<file path="src/rtl/uart_pkg.sv">
// Shared types and helpers for the UART word reader: FSM state encoding,
// default byte width and the byte-counter width helper.
package uart_pkg;

  localparam int DBIT_DEFAULT = 8;

  typedef enum logic [1:0] {
    WAIT = 2'd0,
    REQ  = 2'd1,
    CAP  = 2'd2,
    HOLD = 2'd3
  } state_e;

  // Width of a counter that must be able to hold the value max_val itself.
  function automatic int cnt_width(input int max_val);
    return $clog2(max_val + 1);
  endfunction

endpackage

</file>
<file path="src/rtl/uart_word_timeout.sv">
// Inter-byte timeout counter for uart_word_reader: counts while run is high,
// clears whenever run drops, and flags expiry on the TIMEOUT_CYCLES-th cycle.
module uart_word_timeout #(
  parameter int TIMEOUT_CYCLES = 1000000
) (
  input  logic clk,
  input  logic reset,
  input  logic run,
  output logic expire
);

  localparam int            TW   = $clog2(TIMEOUT_CYCLES + 1);
  localparam logic [TW-1:0] LAST = TW'(TIMEOUT_CYCLES - 1);

  logic [TW-1:0] cnt_q, cnt_d;

  assign expire = run && (cnt_q == LAST);

  // Wrapping back to zero on expiry keeps a stale count from leaking into the next word.
  always_comb begin
    cnt_d = '0;
    if (run && (cnt_q != LAST)) begin
      cnt_d = cnt_q + 1'b1;
    end
  end

  always_ff @(posedge clk or posedge reset) begin
    if (reset) begin
      cnt_q <= '0;
    end else begin
      cnt_q <= cnt_d;
    end
  end

endmodule

</file>
<file path="src/rtl/uart_word_reader.sv">
// Pops bytes from the UART RX FIFO and assembles WORD_BYTES of them into one
// word offered on a valid/ready handshake. Optional timeout: UART_WORD_TIMEOUT_EN.
module uart_word_reader
  import uart_pkg::*;
#(
  parameter int DBIT           = DBIT_DEFAULT,
  parameter int WORD_BYTES     = 4,
  parameter bit MSB_FIRST      = 1'b1,
  parameter int TIMEOUT_CYCLES = 1000000
) (
  input  logic                             clk,
  input  logic                             reset,
  input  logic                             rx_empty,
  input  logic [DBIT-1:0]                  r_data,
  output logic                             rd_uart,
  input  logic                             flush,
  output logic [DBIT*WORD_BYTES-1:0]       word,
  output logic                             word_valid,
  input  logic                             word_ready,
  output logic [cnt_width(WORD_BYTES)-1:0] byte_cnt,
  output logic                             timeout_err
);

  localparam int            CW   = cnt_width(WORD_BYTES);
  localparam logic [CW-1:0] FULL = CW'(WORD_BYTES);

  state_e                     state_q, state_d;
  logic [CW-1:0]              byte_cnt_q, byte_cnt_d;
  logic [DBIT*WORD_BYTES-1:0] word_q, word_d;
  logic                       timeout_hit;
  int                         slot;

`ifdef UART_WORD_TIMEOUT_EN
  logic timeout_err_q, timeout_err_d;
  logic partial;

  assign partial = (byte_cnt_q != '0) && (byte_cnt_q != FULL);

  uart_word_timeout #(
    .TIMEOUT_CYCLES(TIMEOUT_CYCLES)
  ) u_timeout (
    .clk   (clk),
    .reset (reset),
    .run   ((state_q == WAIT) && partial),
    .expire(timeout_hit)
  );

  always_comb begin
    timeout_err_d = timeout_hit;
  end

  always_ff @(posedge clk or posedge reset) begin
    if (reset) begin
      timeout_err_q <= 1'b0;
    end else begin
      timeout_err_q <= timeout_err_d;
    end
  end

  assign timeout_err = timeout_err_q;
`else
  assign timeout_hit = 1'b0;
  assign timeout_err = 1'b0;
`endif

  assign rd_uart    = (state_q == REQ);
  assign word_valid = (state_q == HOLD);
  assign word       = word_q;
  assign byte_cnt   = byte_cnt_q;

  // A timeout in WAIT beats a newly available byte; that byte starts a fresh word next cycle.
  always_comb begin
    state_d    = state_q;
    byte_cnt_d = byte_cnt_q;
    word_d     = word_q;
    slot       = MSB_FIRST ? (WORD_BYTES - 1 - int'(byte_cnt_q)) : int'(byte_cnt_q);
    case (state_q)
      WAIT: begin
        if (flush || timeout_hit) begin
          byte_cnt_d = '0;
        end else if (!rx_empty) begin
          state_d = REQ;
        end
      end
      REQ: begin
        if (flush) begin
          byte_cnt_d = '0;
          state_d    = WAIT;
        end else begin
          state_d = CAP;
        end
      end
      CAP: begin
        state_d = WAIT;
        if (flush) begin
          byte_cnt_d = '0;
        end else begin
          for (int i = 0; i < WORD_BYTES; i++) begin
            if (i == slot) begin
              word_d[i*DBIT +: DBIT] = r_data;
            end
          end
          byte_cnt_d = byte_cnt_q + 1'b1;
          if (byte_cnt_d == FULL) begin
            state_d = HOLD;
          end
        end
      end
      HOLD: begin
        if (word_ready) begin
          byte_cnt_d = '0;
          state_d    = WAIT;
        end
      end
      default: begin
        state_d = WAIT;
      end
    endcase
  end

  always_ff @(posedge clk or posedge reset) begin
    if (reset) begin
      state_q    <= WAIT;
      byte_cnt_q <= '0;
      word_q     <= '0;
    end else begin
      state_q    <= state_d;
      byte_cnt_q <= byte_cnt_d;
      word_q     <= word_d;
    end
  end

endmodule

</file>
<file path="config.mk">
export PLATFORM = sky130hd
export DESIGN_NAME = uart_word_reader
export DESIGN_NICKNAME = d
export VERILOG_FILES = /design/src/rtl/uart_pkg.sv /design/src/rtl/uart_word_timeout.sv /design/src/rtl/uart_word_reader.sv
export SDC_FILE = /design/constraint.sdc
export NUM_CORES = 1
export LEC_CHECK = 0
export ABC_CLOCK_PERIOD_IN_PS = 1440
export CAP_MARGIN = 20
export CORE_ASPECT_RATIO = 1.2
export CORE_UTILIZATION = 41
export DETAILED_ROUTE_END_ITERATION = 12
export PLACE_DENSITY_LB_ADDON = 0.08
export SLEW_MARGIN = 0
export SYNTH_ARGS = -nofsm -noshare
export SYNTH_HDL_FRONTEND = slang
export SYNTH_SLANG_ARGS = --single-unit
</file>
<file path="constraint.sdc">
create_clock -name clk -period 1.44 [get_ports clk]
set_input_delay 0.288 -clock clk [delete_from_list [all_inputs] [get_ports clk]]
set_output_delay 0.288 -clock clk [all_outputs]
set_load 0.02 [all_outputs]
</file>
# Word level (Yosys, flattened, before mapping)
# Cells that the tools add are included.
[classes]
bitwise = 1
n_mux = 11
n_div = 0
reduce_logical = 9
n_mul = 0
n_shift = 0
addsub = 2
n_lt_le_gt_ge = 0
n_eq_ne = 11
[op_table]
columns = ["cell", "n"]
rows = [
  ["32-bit zero test", 1],
  ["3-bit AND reduction", 5],
  ["2-bit two-way mux", 6],
  ["3-bit two-way mux", 3],
  ["3-bit case mux with 3 select lines", 1],
  ["3-bit by 4-bit equality test with 1-bit output, first input constant", 2],
  ["2-bit case mux with 4 select lines", 1],
  ["2-bit equality test, second input constant", 2],
  ["2-bit by 4-bit equality test with 1-bit output, first input constant", 1],
  ["2-bit by 1-bit inequality test with 1-bit output, second input constant", 2],
  ["2-bit inequality test, second input constant", 2],
  ["2-bit by 3-bit subtractor with 4-bit output, first input constant", 1],
  ["3-bit by 1-bit adder with 3-bit output, second input constant", 1],
  ["3-bit equality test, second input constant", 1],
  ["2-bit by 1-bit equality test with 1-bit output, second input constant", 1],
  ["2-bit zero test", 1],
  ["2-bit AND reduction", 1],
  ["2-bit OR reduction", 1],
  ["1-bit inverter", 1],
]
[totals]
wordCells = 40
memories = 0
romBits = 0
register_bits = 37
ram_bits = 0
in_bits = 13
output_inout_bits = 38
latchBits = 0

# Longest topological paths before layout
# Gate-level depths: netlist (run 1).
[logic_depth]
ltp_word = 5
mapped_depth = 5
ltp_nobuf = 5

# Worst setup path after synthesis (run 1)
# Ideal clock, no wire load.
[synth_timing]
kind = "register to register"
from = "register byte_cnt_q[0], in the netlist byte_cnt[0]"
to = "register word_q[0], in the netlist word[0]"
setup_slack_ps = -115
synth_period_minus_slack_ps = 1555
path_stages_with_launch = 6
n_path_buf = 0
t_arrival_ps = 1430
t_required_ps = 1315
setup_ps = 125
cell_sequence = "dfrtp_1 -> ha_1 -> ha_1 -> inv_1 -> nor2_8 -> mux2_2"
[synth_between]
elab_chain_cells = 3
[synth_rtl]
columns = ["item", "line", "source"]
rows = [
  ["from (decl)", "uart_word_reader.sv:28", "logic [CW-1:0] byte_cnt_q, byte_cnt_d;"],
  ["from (signal assigned)", "uart_word_reader.sv:128", "byte_cnt_q <= byte_cnt_d;"],
  ["2-bit by 3-bit subtractor with 4-bit output", "uart_word_reader.sv:76", "slot = MSB_FIRST ? (WORD_BYTES - 1 - int'(byte_cnt_q)) : int'(byte_cnt_q);"],
  ["32-bit zero test", "uart_word_reader.sv:99", "if (i == slot) begin"],
  ["3-bit AND reduction (no line)", "n/a", ""],
  ["to (signal assigned)", "uart_word_reader.sv:129", "word_q <= word_d;"],
  ["to (decl)", "uart_word_reader.sv:29", "logic [DBIT*WORD_BYTES-1:0] word_q, word_d;"],
]
# No other way between the ends.
# A chain may end at the register's enable or synchronous reset.

# Final worst setup path (run 1)
[layout_timing]
from = "register state_q[0]"
to = "register word_q[6], in the netlist word[6]"
[layout_between]
elab_chain_cells = 2
[layout_rtl]
columns = ["item", "line", "source"]
rows = [
  ["from (decl)", "uart_word_reader.sv:27", "state_e state_q, state_d;"],
  ["from (signal assigned)", "uart_word_reader.sv:127", "state_q <= state_d;"],
  ["2-bit equality test", "uart_word_reader.sv:77", "case (state_q)"],
  ["3-bit AND reduction (no line)", "n/a", ""],
]
# No other way between the ends.

==> flow_summary.json, run 1 <==
{
  "status": "finished, violations left",
  "violations": "setup timing",
  "grt_pass1_vias": 1171,
  "antenna_cells_inserted": 0,
  "synthSimpleGateAreaFrac_pct": 6.88,
  "crit_family": "simple AND/OR/NAND/NOR gates",
  "path_cells": "or3b_4, nor2_4, mux2_4",
  "vias_per_cell": 4.82,
  "grtUsageTotal_pct": 19.2,
  "netlist_top_cells_area": "dfrtp_1 (59%), mux2_2 (22%), ha_1 (4.0%)",
  "final_util_pct": 65.2,
  "synth.avg_cell_area_um2": 15.0,
  "power_density_nw_per_um2": 1060,
  "p_total_mw": 2.51,
  "nFillCells": 287,
  "core_um2": 3630,
  "synthXorXnorAreaFrac_pct": 0,
  "io_pins": 51,
  "synthMuxAreaShare_pct": 23.7,
  "criticalPathCategory": "reg2reg",
  "hpwl_um": 2380,
  "dr_total_vias": 1084,
  "syn-num-nets": 122,
  "drv_slew": 0,
  "clock-sinks": 37,
  "crit_arrival_ns": 1.67,
  "synthArstFlopShare_pct": 100,
  "cts_root_buf": "clkbuf_8",
  "synth_edf_count": 0,
  "worst-path-max-fanout": 5,
  "yosysTopAreaCell": "dfrtp_1",
  "grt_pass1_wl_um": 5660,
  "clk_latency_ns": 0.29,
  "synth_most_common_cell": "dfrtp_1",
  "tritoncts": "built",
  "rsz0062_at_grt": "true",
  "clock_path_buffers": 2,
  "ant_nets": 0,
  "grt_remaining_overflow": 0,
  "synthAdderAreaFrac_pct": 4.00,
  "fmax_ghz": 0.671,
  "min_period_ns": 1.49,
  "portBuffers": 49,
  "die_w_um": 58.4,
  "hp-class": "in2async",
  "max_cap_viol_count": 0,
  "cpMaxStageDelayCell": "dfrtp_2",
  "p_leak_nw": 1.27,
  "hold_viol": 0,
  "synth_top_family_by_area": "multiplexers",
  "ys_ff_latch": 37,
  "rows": 24,
  "ys_warn_count": 0,
  "ir_worst_vdd_mv": 0.753,
  "drt-initial-drc-count": 20,
  "synth_top_area_share_pct": 59.2,
  "clk_pin_slew_ns": 0.08,
  "grt_max_degree": 38,
  "period_share_pct": 104,
  "fin_ws_ns": -0.0507,
  "routabilityCongestion": 0.860,
  "setup_viol": 8,
  "cts_made_buffers": 5,
  "initial_core_util_pct": 43.0,
  "synth.cell_area_um2": 1560,
  "synth_compound_area_share_pct": 3.60,
  "synthFlopType": "dfrtp_1",
  "worst_path_largest_cell_delay_ns": 0.45,
  "ys_seq_area_share_pct": 59.2,
  "routed_wl_um": 3440,
  "wl_per_cell_um": 15.3,
  "fin_nets": 190,
  "drive_gt1_share_pct": 40.5,
  "dp_slack_ns": -0.472,
  "synth_commonest_cells": "dfrtp_1 (37), mux2_2 (31), inv_1 (6), ha_1 (5), nand2_2 (3)",
  "fp.dieH_um": 69.7,
  "crit_required_ns": 1.62,
  "die_area_um2": 4070,
  "dr.pass1.iters": 3,
  "htreeDepth": 2,
  "critPathBufInv": 0,
  "clock_skew_ns": 0.00847,
  "syn2layout_area_growth_pct": 51.4,
  "antenna_found_initial": 0,
  "drcViolationCount": 0,
  "start_kind": "flop",
  "netlist_instances": 104,
  "synth_cell_type_count": 24,
  "crit_path_end_kind": "flop"
}
## flip-flops by register name (all words and copies together) (netlist names)
signal,count
state_q,2
word,32
byte_cnt,3
## area by class of cell
cell class	instances	area, um2	share of cell area (%)
Clock buffer	7	96.3	4.07
Clock inverter	1	5.00	0.211
Sequential cell	37	931	39.3
Timing Repair Buffer	62	551	23.3
Multi-Input combinational cell	60	694	29.3
Inverter	6	25.0	1.06
Tap cell	52	65.1	2.75
## cell families (layout without fill, tap and decap cells)
logic type                 count (synthesis)  after routing
DFF                                       37             37
muxes                                     33             33
and+or+nand+nor                           12             13
AOI/OAI and AO/OA                          8              8
buffers and inverters                      8             76
adders and majority gates                  5              5
other                                      1              1
## worst paths after layout
check,start,depth (start not counted),slack [ns],end
setup / recovery,state_q[0]$_DFFE_PP0P_,3,-0.05,word[6]$_DFFE_PP0P_
hold / removal,reset,3,0.35,word[12]$_DFFE_PP0P_
setup reg to reg,state_q[0]$_DFFE_PP0P_,3,-0.05,word[6]$_DFFE_PP0P_
hold reg to reg,word[22]$_DFFE_PP0P_,1,0.50,word[22]$_DFFE_PP0P_
max in group asynchronous,reset,3,0.90,byte_cnt[1]$_DFFE_PP0P_
min in group clk,word[22]$_DFFE_PP0P_,1,0.50,word[22]$_DFFE_PP0P_
## per-layer routing
metal	up-vias	global-route usage, %	wire, um
met3	4	6.53	169
met2	33	31.9	1810
met4	0	7.94	31
li1	504	-	-
met5	-	0	0
met1	543	22.2	1430
## stage by stage
step / area, um2 / setup TNS (ns) / hold WS (ns) / std cells
final: 2370 / -0.378 / 0.352 / 225
after CTS: 2330 / -0.601 / 0.359 / 224
after floorplan: 1570 / -0.379 / 0.376 / 104
after detailed placement: 2180 / -14.92 / 0.486 / 211
after global routing: 2370 / -0.729 / 0.374 / 225
after global placement: 2180 / -14.18 / 0.488 / 211
## timing repair
item / in CTS / in global routing
hold buffers: 0 / 0
pin swaps: 4 / 2
endpoints found under the setup margin: 69 / 35
gates resized for setup: 55 / 12
cloned: 1 / 0
buffers inserted: 4 / 1
## worst min-delay path, delay by kind of cell
family	cells	cell delay, ns
buffers and inverters	3	0.71
## power breakdown
group	switching (mW)	total, mW	internal (mW)	leakage [nW]
combinational	0.272	0.518	0.246	0.728
sequential	0.0557	1.20	1.15	0.492
clock	0.355	0.787	0.432	0.0542
## cell usage in the layout, fill, tap and decap left out, types with 3 or more instances in the layout
master and n:
clkdlybuf4s50_1 11, ha_2 3, dlygate4sd2_1 35, dfrtp_1 33, mux2_4 9, clkbuf_8 7
inv_1 5, dfrtp_2 4, buf_4 11, mux2_2 23, nand2_8 3
Power figures use the tool's default switching activity.
==> run 2, diff against run 1 <==
Settings changed: CAP_MARGIN 20 to unset.
==> results of run 2 <==
Final layout, timing and power as in run 1 (identical DEF).
==> run 3, diff against run 2 <==
Settings changed: RECOVER_POWER set to 25.
==> run 3 against run 2 <==
Net effect:
- the flow still finishes with violations (setup timing)
- maximum frequency is essentially flat
- cell count stayed put
- global-route usage did not move
- die area did not move
- combinational power is 1% lower
- first-iteration DRC count is the same
- core utilization fell by 0.41 points
- clock power about the same
- critical path depth is the same
- sequential power hardly changed
- sequential share of layout area up 0.25 points
- clock skew stayed put
- largest cell class unchanged
==> flow_summary.json, run 3 (synthesis results as in run 1) <==
{
  "max_cap_viol_count": 0,
  "r2r_slack_ns": -0.05,
  "grt_pass1_wl_um": 5660,
  "die_area_um2": 4070,
  "reg2reg_depth": 3,
  "ant_nets": 0,
  "postCtsHoldBufs": 0,
  "clk_pin_slew_ns": 0.08,
  "worst-path-max-fanout": 5,
  "fp.dieH_um": 69.7,
  "tns_ns": -0.376,
  "criticalPathCategory": "reg2reg",
  "layoutNonFillerInstCount": 225,
  "hold_ws_ns": 0.500,
  "dr.pass1.iters": 3,
  "min_period_ns": 1.49,
  "die_w_um": 58.4,
  "crit_arrival_ns": 1.67,
  "period_share_pct": 104,
  "worst_path_largest_cell_delay_ns": 0.45,
  "drive_gt1_share_pct": 40.5,
  "crit_family": "simple AND/OR/NAND/NOR gates",
  "r2r_start": "state_q[0]$_DFFE_PP0P_",
  "cpMaxStageDelayCell": "dfrtp_2",
  "grtUsageTotal_pct": 19.2,
  "placed_cells": 211,
  "timing.rr.end": "word[6]$_DFFE_PP0P_",
  "seq_power_share_pct": 48.1,
  "cts_root_buf": "clkbuf_8",
  "fin_nets": 190,
  "dr_total_vias": 1090,
  "fmax_ghz": 0.671,
  "clk_latency_ns": 0.29,
  "io_pins": 51,
  "rsz0062_at_grt": "true",
  "violations": "setup timing",
  "antenna_cells_inserted": 0,
  "routed_wl_um": 3440,
  "worstSetupStartpoint": "state_q[0]$_DFFE_PP0P_",
  "final_cell_area_um2": 2350,
  "grt_max_degree": 38,
  "layout.cells.most_common": "dlygate4sd2_1",
  "dp_slack_ns": -0.472,
  "power_frac_comb_pct": 20.5,
  "drv_slew": 0,
  "hpwl_um": 2380,
  "setup_viol": 8,
  "clock_skew_ns": 0.00847,
  "grt_pass1_vias": 1171,
  "crit_path_end_kind": "flop",
  "p_leak_nw": 1.27,
  "tritoncts": "built",
  "core_um2": 3630,
  "endpoint": "word[6]$_DFFE_PP0P_",
  "dpl_cell_area_um2": 2180,
  "clock_path_buffers": 2,
  "p_total_mw": 2.50,
  "rows": 24,
  "status": "finished, violations left",
  "nFillCells": 289,
  "vias_per_cell": 4.84,
  "path_cells": "or3b_4, nor2_4, mux2_4",
  "routabilityCongestion": 0.860,
  "clock-sinks": 37,
  "drcViolationCount": 0,
  "portBuffers": 49,
  "p_sw_uw": 682,
  "critPathBufInv": 0,
  "power_frac_clock_pct": 31.5,
  "start_kind": "flop",
  "hp-class": "reg2reg",
  "power_density_nw_per_um2": 1060,
  "ir_worst_vdd_mv": 0.753,
  "initial_core_util_pct": 43.0,
  "syn2layout_area_growth_pct": 50.4,
  "tightest_slew_ns": 0.896,
  "worst-path-stages": 3,
  "slew_headroom_pct": 40.3,
  "crit_required_ns": 1.62,
  "htreeDepth": 2,
  "antenna_found_initial": 0,
  "largest_register_ffs": 32,
  "fin_ws_ns": -0.0504,
  "drt-initial-drc-count": 20,
  "grt_remaining_overflow": 0,
  "cts_made_buffers": 5,
  "power_switching_share_pct": 27.3,
  "final_util_pct": 64.7,
  "hold_viol": 0,
  "p_int_mw": 1.82,
  "wl_per_cell_um": 15.3,
  "layout_common_cells": "dlygate4sd2_1 (35), dfrtp_1 (33), mux2_2 (23)"
}
[run 3: cell types whose count changed in the layout (fill, tap and decap cells not counted), sizes merged]
cell    change
buf         -1
clkbuf      +1
[run 3: per-layer routing]
layer  track usage [%]  vias to the layer above  part of all wire (%)
met2              31.9                       35                    53
met4              7.94                        0                  0.90
li1                  -                      504                     -
met5                 0                        -                     0
met3              6.53                        4                   4.9
met1              22.2                      547                    41
[run 3: worst min-delay path by stage]
stage,startpoint,to,slack [ns],cells after the start
6_report,word[22]$_DFFE_PP0P_,word[22]$_DFFE_PP0P_,0.50,1
5_1_grt,word[19]$_DFFE_PP0P_,word[19]$_DFFE_PP0P_,0.52,1
4_1_cts,reset,word[22]$_DFFE_PP0P_,0.36,3
3_5_place_dp,word[29]$_DFFE_PP0P_,word[29]$_DFFE_PP0P_,0.49,1
3_3_place_gp,word[18]$_DFFE_PP0P_,word[18]$_DFFE_PP0P_,0.49,1
2_1_floorplan,word_ready,state_q[0]$_DFFE_PP0P_,0.38,1
[run 3: what timing repair did]
action,in CTS,in global routing
buffers inserted,4,1
cloned,1,0
resized for setup,55,12
pin swaps,4,2
hold endpoints to repair,0,0
setup endpoints to repair,69,35
[run 3: power by group through the flow]
stage	clock (mW)	sequential, mW	combinational, mW
after floorplan	0	1.35	0.139
after global placement	0	1.23	0.561
after detailed placement	0	1.23	0.572
after CTS	0.810	1.20	0.509
after global routing	0.859	1.22	0.550
final	0.787	1.20	0.512
[run 3: final cells by class]
class                      instances  area (um2)  share of cell area, %
clock buffer                       7        96.3                   4.10
clock inverter                     1        5.00                  0.213
inverter                           6        25.0                   1.06
multi-input combinational         60         694                   29.5
sequential                        37         931                   39.6
tap                               52        65.1                   2.77
timing repair buffer              62         536                   22.8
